[src/rtl/llr_pkg.sv]
// Shared definitions for the LLR stage: trellis of the 8-state RSC code,
// metric width defaults and the control FSM state type.
package llr_pkg;

  localparam int NUM_STATES = 8;
  localparam int MW_DEFAULT = 16;
  localparam int ADDR_W     = 8;

  typedef enum logic [1:0] {
    ST_IDLE  = 2'd0,
    ST_RUN   = 2'd1,
    ST_FLUSH = 2'd2
  } fsm_state_t;

  // State bit 0 is the most recent register (D), bit 2 the oldest (D^3).
  // Feedback 1+D^2+D^3, forward 1+D+D^3.
  function automatic logic [2:0] next_state(input logic [2:0] s, input logic u);
    logic fb;
    fb = u ^ s[1] ^ s[2];
    return {s[1], s[0], fb};
  endfunction

  function automatic logic parity(input logic [2:0] s, input logic u);
    logic fb;
    fb = u ^ s[1] ^ s[2];
    return fb ^ s[0] ^ s[2];
  endfunction

endpackage

[src/rtl/llr_stage_max8_tree.sv]
// Eight-input signed maximum: two registered 4-way partial maxima followed
// by a combinational final compare.
module max8_tree
  import llr_pkg::*;
#(
  parameter int W = 18
) (
  input  logic                              clk,
  input  logic                              rst,
  input  logic [NUM_STATES-1:0][W-1:0]      din,
  output logic signed [W-1:0]               dmax
);

  function automatic logic signed [W-1:0] smax(input logic signed [W-1:0] x,
                                               input logic signed [W-1:0] y);
    return (x > y) ? x : y;
  endfunction

  logic signed [W-1:0] lo_d, hi_d, lo_q, hi_q;

  always_comb begin
    lo_d = smax(smax(din[0], din[1]), smax(din[2], din[3]));
    hi_d = smax(smax(din[4], din[5]), smax(din[6], din[7]));
  end

  always_ff @(posedge clk or negedge rst) begin
    if (!rst) begin
      lo_q <= '0;
      hi_q <= '0;
    end else begin
      lo_q <= lo_d;
      hi_q <= hi_d;
    end
  end

  assign dmax = smax(lo_q, hi_q);

endmodule

[src/rtl/llr_stage.sv]
// Max-log-MAP a-posteriori LLR for one trellis step, 3-cycle pipeline.
// Define LLR_SAT_EN to clamp the result to MW bits instead of wrapping.
module llr_stage
  import llr_pkg::*;
#(
  parameter int MW = MW_DEFAULT
) (
  input  logic                     clk,
  input  logic                     rst,
  input  logic                     in_valid,
  input  logic                     in_last,
  input  logic [ADDR_W-1:0]        count_main,
  input  logic signed [MW-1:0]     a0, a1, a2, a3, a4, a5, a6, a7,
  input  logic signed [MW-1:0]     b0, b1, b2, b3, b4, b5, b6, b7,
  input  logic signed [MW-1:0]     ls,
  input  logic signed [MW-1:0]     lp,
  output logic signed [MW-1:0]     llr,
  output logic                     hard_bit,
  output logic                     llr_valid,
  output logic [ADDR_W-1:0]        llr_addr,
  output logic                     done_llr,
  output logic                     busy,
  output logic                     err_overrun,
  output fsm_state_t               fsm_state
);

  localparam int GW = MW + 1;
  localparam int SW = MW + 2;
  localparam int DW = MW + 3;

  logic signed [MW-1:0] a_in [NUM_STATES];
  logic signed [MW-1:0] b_in [NUM_STATES];

  assign a_in = '{a0, a1, a2, a3, a4, a5, a6, a7};
  assign b_in = '{b0, b1, b2, b3, b4, b5, b6, b7};

  // Handshake: no backpressure. in_valid is a single-cycle strobe taken
  // whenever the FSM is not in FLUSH; llr_valid is a single-cycle strobe.
  fsm_state_t state_q, state_d;
  logic       accept, overrun_hit;

  always_comb begin
    state_d     = state_q;
    accept      = 1'b0;
    overrun_hit = 1'b0;
    case (state_q)
      ST_IDLE: begin
        if (in_valid) begin
          accept  = 1'b1;
          state_d = in_last ? ST_FLUSH : ST_RUN;
        end
      end
      ST_RUN: begin
        if (in_valid) begin
          accept = 1'b1;
          if (in_last) state_d = ST_FLUSH;
        end
      end
      ST_FLUSH: begin
        overrun_hit = in_valid;
        if (done_llr) state_d = ST_IDLE;
      end
      default: state_d = ST_IDLE;
    endcase
  end

  always_ff @(posedge clk or negedge rst) begin
    if (!rst) begin
      state_q     <= ST_IDLE;
      err_overrun <= 1'b0;
    end else begin
      state_q     <= state_d;
      err_overrun <= err_overrun | overrun_hit;
    end
  end

  assign busy      = (state_q != ST_IDLE);
  assign fsm_state = state_q;

  // Branch metrics indexed by {u, p}.
  logic signed [GW-1:0] ls_x, lp_x;
  logic signed [GW-1:0] gamma_d [4];

  assign ls_x = {ls[MW-1], ls};
  assign lp_x = {lp[MW-1], lp};

  always_comb begin
    for (int i = 0; i < 4; i++) begin
      gamma_d[i] = (i[1] ? ls_x : -ls_x) + (i[0] ? lp_x : -lp_x);
    end
  end

  // S1: operand and gamma registers.
  logic                 s1_valid, s1_last;
  logic [ADDR_W-1:0]    s1_addr;
  logic signed [MW-1:0] s1_a [NUM_STATES];
  logic signed [MW-1:0] s1_b [NUM_STATES];
  logic signed [GW-1:0] s1_g [4];

  always_ff @(posedge clk or negedge rst) begin
    if (!rst) begin
      s1_valid <= 1'b0;
      s1_last  <= 1'b0;
      s1_addr  <= '0;
      for (int i = 0; i < NUM_STATES; i++) begin
        s1_a[i] <= '0;
        s1_b[i] <= '0;
      end
      for (int i = 0; i < 4; i++) s1_g[i] <= '0;
    end else begin
      s1_valid <= accept;
      if (accept) begin
        s1_last <= in_last;
        s1_addr <= count_main;
        s1_a    <= a_in;
        s1_b    <= b_in;
        s1_g    <= gamma_d;
      end
    end
  end

  function automatic logic [SW-1:0] path_sum(input logic signed [MW-1:0] a,
                                             input logic signed [GW-1:0] g,
                                             input logic signed [MW-1:0] b);
    logic signed [SW-1:0] ae, ge, be;
    ae = {{2{a[MW-1]}}, a};
    ge = {g[GW-1], g};
    be = {{2{b[MW-1]}}, b};
    return ae + ge + be;
  endfunction

  // S2: sixteen path sums feeding the registered halves of the max trees.
  logic [NUM_STATES-1:0][SW-1:0] sum0, sum1;
  logic [2:0]                    st;

  always_comb begin
    sum0 = '0;
    sum1 = '0;
    st   = '0;
    for (int s = 0; s < NUM_STATES; s++) begin
      st      = 3'(s);
      sum0[s] = path_sum(s1_a[s], s1_g[{1'b0, parity(st, 1'b0)}], s1_b[next_state(st, 1'b0)]);
      sum1[s] = path_sum(s1_a[s], s1_g[{1'b1, parity(st, 1'b1)}], s1_b[next_state(st, 1'b1)]);
    end
  end

  logic signed [SW-1:0] max0, max1;

  max8_tree #(.W(SW)) u_max0 (.clk(clk), .rst(rst), .din(sum0), .dmax(max0));
  max8_tree #(.W(SW)) u_max1 (.clk(clk), .rst(rst), .din(sum1), .dmax(max1));

  logic              s2_valid, s2_last;
  logic [ADDR_W-1:0] s2_addr;

  always_ff @(posedge clk or negedge rst) begin
    if (!rst) begin
      s2_valid <= 1'b0;
      s2_last  <= 1'b0;
      s2_addr  <= '0;
    end else begin
      s2_valid <= s1_valid;
      if (s1_valid) begin
        s2_last <= s1_last;
        s2_addr <= s1_addr;
      end
    end
  end

  // S3: final max, subtract, reduce. hard_bit uses the full-width sign.
  logic signed [DW-1:0] diff;
  logic signed [MW-1:0] llr_red;
  logic                 hard_d;

  assign diff   = {max1[SW-1], max1} - {max0[SW-1], max0};
  assign hard_d = !diff[DW-1] && (diff != '0);

`ifdef LLR_SAT_EN
  localparam logic signed [DW-1:0] SAT_HI = {{(DW-MW+1){1'b0}}, {(MW-1){1'b1}}};
  localparam logic signed [DW-1:0] SAT_LO = {{(DW-MW+1){1'b1}}, {(MW-1){1'b0}}};
`endif

  always_comb begin
    llr_red = '0;
`ifdef LLR_SAT_EN
    if (diff > SAT_HI)      llr_red = SAT_HI[MW-1:0];
    else if (diff < SAT_LO) llr_red = SAT_LO[MW-1:0];
    else                    llr_red = diff[MW-1:0];
`else
    llr_red = diff[MW-1:0];
`endif
  end

  always_ff @(posedge clk or negedge rst) begin
    if (!rst) begin
      llr       <= '0;
      hard_bit  <= 1'b0;
      llr_addr  <= '0;
      llr_valid <= 1'b0;
      done_llr  <= 1'b0;
    end else begin
      llr_valid <= s2_valid;
      done_llr  <= s2_valid & s2_last;
      if (s2_valid) begin
        llr      <= llr_red;
        hard_bit <= hard_d;
        llr_addr <= s2_addr;
      end
    end
  end

endmodule

[config.mk]
export PLATFORM = sky130hd
export DESIGN_NAME = llr_stage
export DESIGN_NICKNAME = d
export VERILOG_FILES = /design/src/rtl/llr_pkg.sv /design/src/rtl/llr_stage_max8_tree.sv /design/src/rtl/llr_stage.sv
export SDC_FILE = /design/constraint.sdc
export NUM_CORES = 2
export LEC_CHECK = 0
export CAP_MARGIN = 20
export CORE_UTILIZATION = 52
export CTS_CLUSTER_SIZE = 8
export DETAILED_ROUTE_END_ITERATION = 7
export GPL_TIMING_DRIVEN = 0
export PLACE_DENSITY = 0.72
export SLEW_MARGIN = 40
export SYNTH_ARGS = -nofsm -noshare
export SYNTH_HDL_FRONTEND = slang
export SYNTH_SLANG_ARGS = --single-unit
[constraint.sdc]
create_clock -name clk -period 10.14 [get_ports clk]
set_clock_uncertainty 0.05 [all_clocks]
set_input_delay 1.521 -clock clk [delete_from_list [all_inputs] [get_ports clk]]
set_output_delay 1.521 -clock clk [all_outputs]
set_load 0.05 [all_outputs]
# Word level (Yosys, flattened, before mapping)
# Index checks and enable logic that the tools add are counted.
# totals
ff_bits	446
latchBits	0
mem_bits_rw	0
mem_bits_ro	0
input_bits	300
output_inout_bits	31
n_memories	0
# classes
add_sub_neg	39
n_mul	0
div_mod_pow	0
order_cmp	14
n_eq_ne	6
n_shift	0
mux	23
bitwise_logic	2
reduce_logical	7
# op_table
cell	n
16-bit by 17-bit adder with 18-bit output	16
18-bit by 16-bit adder with 18-bit output	16
18-bit greater-than comparator	14
18-bit 2-to-1 mux	14
16-bit negation with 17-bit output	2
19-bit nonzero test	1
18-bit by 18-bit subtractor with 19-bit output	1
16-bit by 16-bit adder with 17-bit output	1
16-bit by 17-bit adder with 17-bit output	1
17-bit by 16-bit adder with 17-bit output	1
17-bit adder	1
2-bit 2-to-1 mux	5
2-bit != test, second input constant	4
2-bit one-hot mux with 3 select lines	1
4-bit AND reduction	1
1-bit 2-to-1 mux	3
2-bit by 1-bit equality test with 1-bit output, second input constant	1
2-bit equality test, second input constant	1
2-bit zero test	1
2-bit nonzero test	1
2-bit OR reduction	1
1-bit AND	1
1-bit logical AND	1
1-bit zero test	1
1-bit OR	1

# Depth between registers and ports, before layout
# logic_depth
ltp_word	6
depth_mapped	36

# Hierarchy
# A second synthesis with hierarchy kept.
# unflattened
hier_cells	4977
area_unflattened_um2	45265.9
# by_module_without_submodules
module	instances	cells_per_inst	area_per_inst_um2	seq_area_each_um2
llr_stage	1	3729	34080.2	9283.9
max8_tree	2	624	5592.9	900.9

# Worst setup path after synthesis
# OpenSTA, ideal clock, no wires.
# synth_path
path_type	flip-flop to flip-flop
start	register, netlist name s1_g[51]
end	register u_max1.hi_q[10]
arrival_time_ns	7.211
path_slack_ns	2.744
stages_incl_launch_ff	33
n_path_buf	2
path_cell_list	dfrtp_1 -> fa_1 -> ha_1 -> fa_1 -> a21o_1 -> a221oi_1 -> nor2b_1 -> o21bai_1 -> a21oi_1 -> xnor2_1 -> ha_1 -> nand4_1 -> or2_2 -> nor2_1 -> or4_1 -> a31oi_1 -> a21oi_1 -> o21ai_2 -> a21oi_2 -> nor2_2 -> mux2i_1 -> ha_1 -> nor2b_1 -> o21a_1 -> o21a_1 -> o21a_1 -> o21a_1 -> o21ai_0 -> a21oi_1 -> o21ai_0 -> clkbuf_1 -> clkbuf_1 -> a31oi_1
# synth_lines
element	line_no	source
end signal: assignment	llr_stage_max8_tree.sv:32	hi_q <= hi_d;
end: declaration	llr_stage_max8_tree.sv:19	logic signed [W-1:0] lo_d, hi_d, lo_q, hi_q;

==> flow_summary.toml <==
[job]
cap_violations = 0

[global_route]
grt_usage_pct = 42.1
grt_max_degree = 73
grt_pass1_wl_um = 273000
grt_pass1_vias = 41400
met3_usage_pct = 11.9
busiest_layer = "met2"
grtUsageMet2_pct = 61.8
grt_antenna_before_repair = 12
grt_overflow = 0
use_met1_pct = 52.6

[logic_synthesis]
synth_fp_nets = 6399
syn_avg_cell_area_sq_um = 8.92
synth.most_common_cell = "nand2_1"
syn-cell-area_sq_um = 46700
syn_inst = 5233
seq_area_frac_synth_pct = 23.8
synth_area_leaders = "dfrtp_1 24%, ha_1 15%, fa_1 13%"
yosysWarnings = 0
synthTopCellsByCount = "968 x nand2_1, 573 x ha_1, 443 x dfrtp_1"
yosysTopAreaCell = "dfrtp_1"
synth_top_area_share_pct = 23.8
ys_ff_latch = 443
ys.flop_type = "dfrtp_1"
synth_async_sr_flop_share_pct = 100
synth_edf_count = 0
netlist-cell-type-count = 112

[floorplanning]
coreArea_sq_um = 88600
die_w_um = 302
initial_core_util_pct = 52.6
die-area_sq_um = 90900
chipHeight_um = 302
io_pins = 331
std_cell_rows = 109

[critical_path]
r2r_start = "s1_g[51]"
crit_slowest_cell = "dfrtp_4"
r2r-end = "u_max1.hi_q[14]"
worst_r2r_path_depth = 32
worstPathRequired_ps = 10550
r2r_slack_ps = 640
cpMostUsedCell = "a21o_1"
slowest_delay_ps = 740
worst_ep_arrival_time_ps = 9910
crit_path_end_kind = "register"
critical_path_class = "reg -> reg"
path_max_fanout = 17
cp-start-kind = "register"

[cells_and_area]
drive_gt1_share_pct = 4.76
nNetsFinal = 6806
syn2layout_area_growth_pct = 14.7
fillers = 7961
finish.instance_area_sq_um = 53500

[place]
portBuffers = 330
dp_slack_ps = 976
place.gp.congestion = 1.12
hpwlAfterDp_um = 162000
dpl_cell_area_sq_um = 51700

[route]
wl_um = 191000
first_iter_violations = 4499
drtPass1Iterations = 8
wire_per_inst_um = 28.0
drc = 24
vias = 42500
drtAntennaViolNets = 0
via_per_inst = 6.24

[timing]
timing.fmax_ghz = 0.105
fin_tns_setup_ps = 0
worst_pin_slew_ps = 947
hold_violations = 0
slew_violations = 0
rsz0062_at_grt = "false"
fin_crit_ps = 9500
finalCritPeriodShare_pct = 93.7
worst_hold_slack_ps = 323
max-slew-margin-rel_pct = 36.4
setup_viol = 0
setup_slack_ps = 640

[run_status]
violations = "design-rule violations"
status = "finished, violations left"

[clock_network]
cts_tree = "built"
cts_resized = 0
hold_buffers = 0
clockRootBuffer = "clkbuf_16"
clk_pin_slew_worst_paths_ps = 50
cts_buffers = 66
h-tree-depth = 3
postCtsSetupBuffers = 0
cts.sinks = 443
clock_latency_ps = 660
max-clock-path-buffers = 3

[min_path]
hold_path_depth = 0
hp-start = "s2_valid"
min_to = "llr_valid"
worstHoldPathType = "reg -> reg"
## sequential cells by signal, indices dropped and copies added, names as in the netlist, 16 cells and up
signal,flops
llr,16
s1_a,128
s1_b,128
s1_g,65
u_max0.hi_q,18
u_max0.lo_q,18
u_max1.hi_q,18
u_max1.lo_q,18
## cell usage in the layout, fill, tap and decap left out, drive strengths merged, types with 14 or more instances in the layout
cell / n
dfrtp: 443
a21o: 156
a21oi: 240
o211a: 14
nand2: 968
nor3: 107
ha: 573
clkbuf: 178
nand2b: 40
a31oi: 62
or2: 28
nor4: 18
mux2: 56
a31o: 19
buf: 32
and3: 59
nand4: 61
xor2: 107
xnor2: 214
and2: 42
or3: 32
o31ai: 23
a2111oi: 17
a211oi: 89
nor2b: 44
o21a: 59
nor2: 255
o21ai: 239
fa: 293
o211ai: 46
o21bai: 44
mux2i: 124
nand3: 113
clkdlybuf4s50: 329
a211o: 15
inv: 338
## worst max-delay path: cells and delay by family, from the launching register on
family / cells / cell delay, ps
AOI/OAI and AO/OA: 17 / 4070
xor gates and xnor gates: 1 / 490
adders and majority gates: 5 / 1860
DFF: 1 / 740
and+or+nand+nor: 5 / 670
buffers and inverters: 4 / 1370
## kinds of logic (layout without fill, tap and decap cells)
family | Yosys count | in the layout | share of synthesized area [%]
AND/OR/NAND/NOR | 1818 | 1818 | 17.5
AO/OA/AOI/OAI | 1141 | 1141 | 16.8
adder cells (fa/ha/maj) | 868 | 868 | 28.0
buffers and inverters | 461 | 880 | 3.87
flip-flops | 443 | 443 | 23.8
XOR/XNOR | 322 | 322 | 6.07
multiplexers | 180 | 180 | 4.01
other | 0 | 4 | 0
## how the worst max path moves through the flow
stage              from         endpoint  slack [ps]
3_3_place_gp        rst         done_llr      -12470
2_1_floorplan  s1_g[51]  u_max1.hi_q[10]        2740
4_1_cts        s1_g[52]  u_max0.hi_q[11]         890
5_1_grt        s1_g[52]  u_max0.hi_q[11]         290
6_report       s1_g[51]  u_max1.hi_q[14]         640
3_5_place_dp   s1_g[52]  u_max0.hi_q[11]         980
## stage by stage
stage,utilization [%],std cells
floorplan,-,5233
global placement,58.0,6728
detailed placement,58.3,6736
CTS,60.3,6816
global route,60.4,6819
finish,60.4,6821
## final cells by class
cell class                      count  area, sq um  share of cell area [%]
Multi-Input combinational cell   4329        33800                    63.3
Sequential cell                   443        11100                    20.7
Timing Repair Buffer              339         3500                    6.55
Clock buffer                       72         1690                    3.17
Tap cell                         1165         1460                    2.72
Inverter                          333         1250                    2.34
Buffer                            128          572                    1.07
Clock inverter                      8         81.3                   0.152
Antenna cell                        4         10.0                  0.0187
## metal layers
metal,share of wire (%),vias to the layer above
met3,11,539
li1,-,19200
met4,8.7,12
met1,38,20700
met2,42,2128
met5,0.11,-
Power is left out: the tool's default activity adds up to more than one toggle a clock period on the data nets, which glitch-free logic cannot reach.
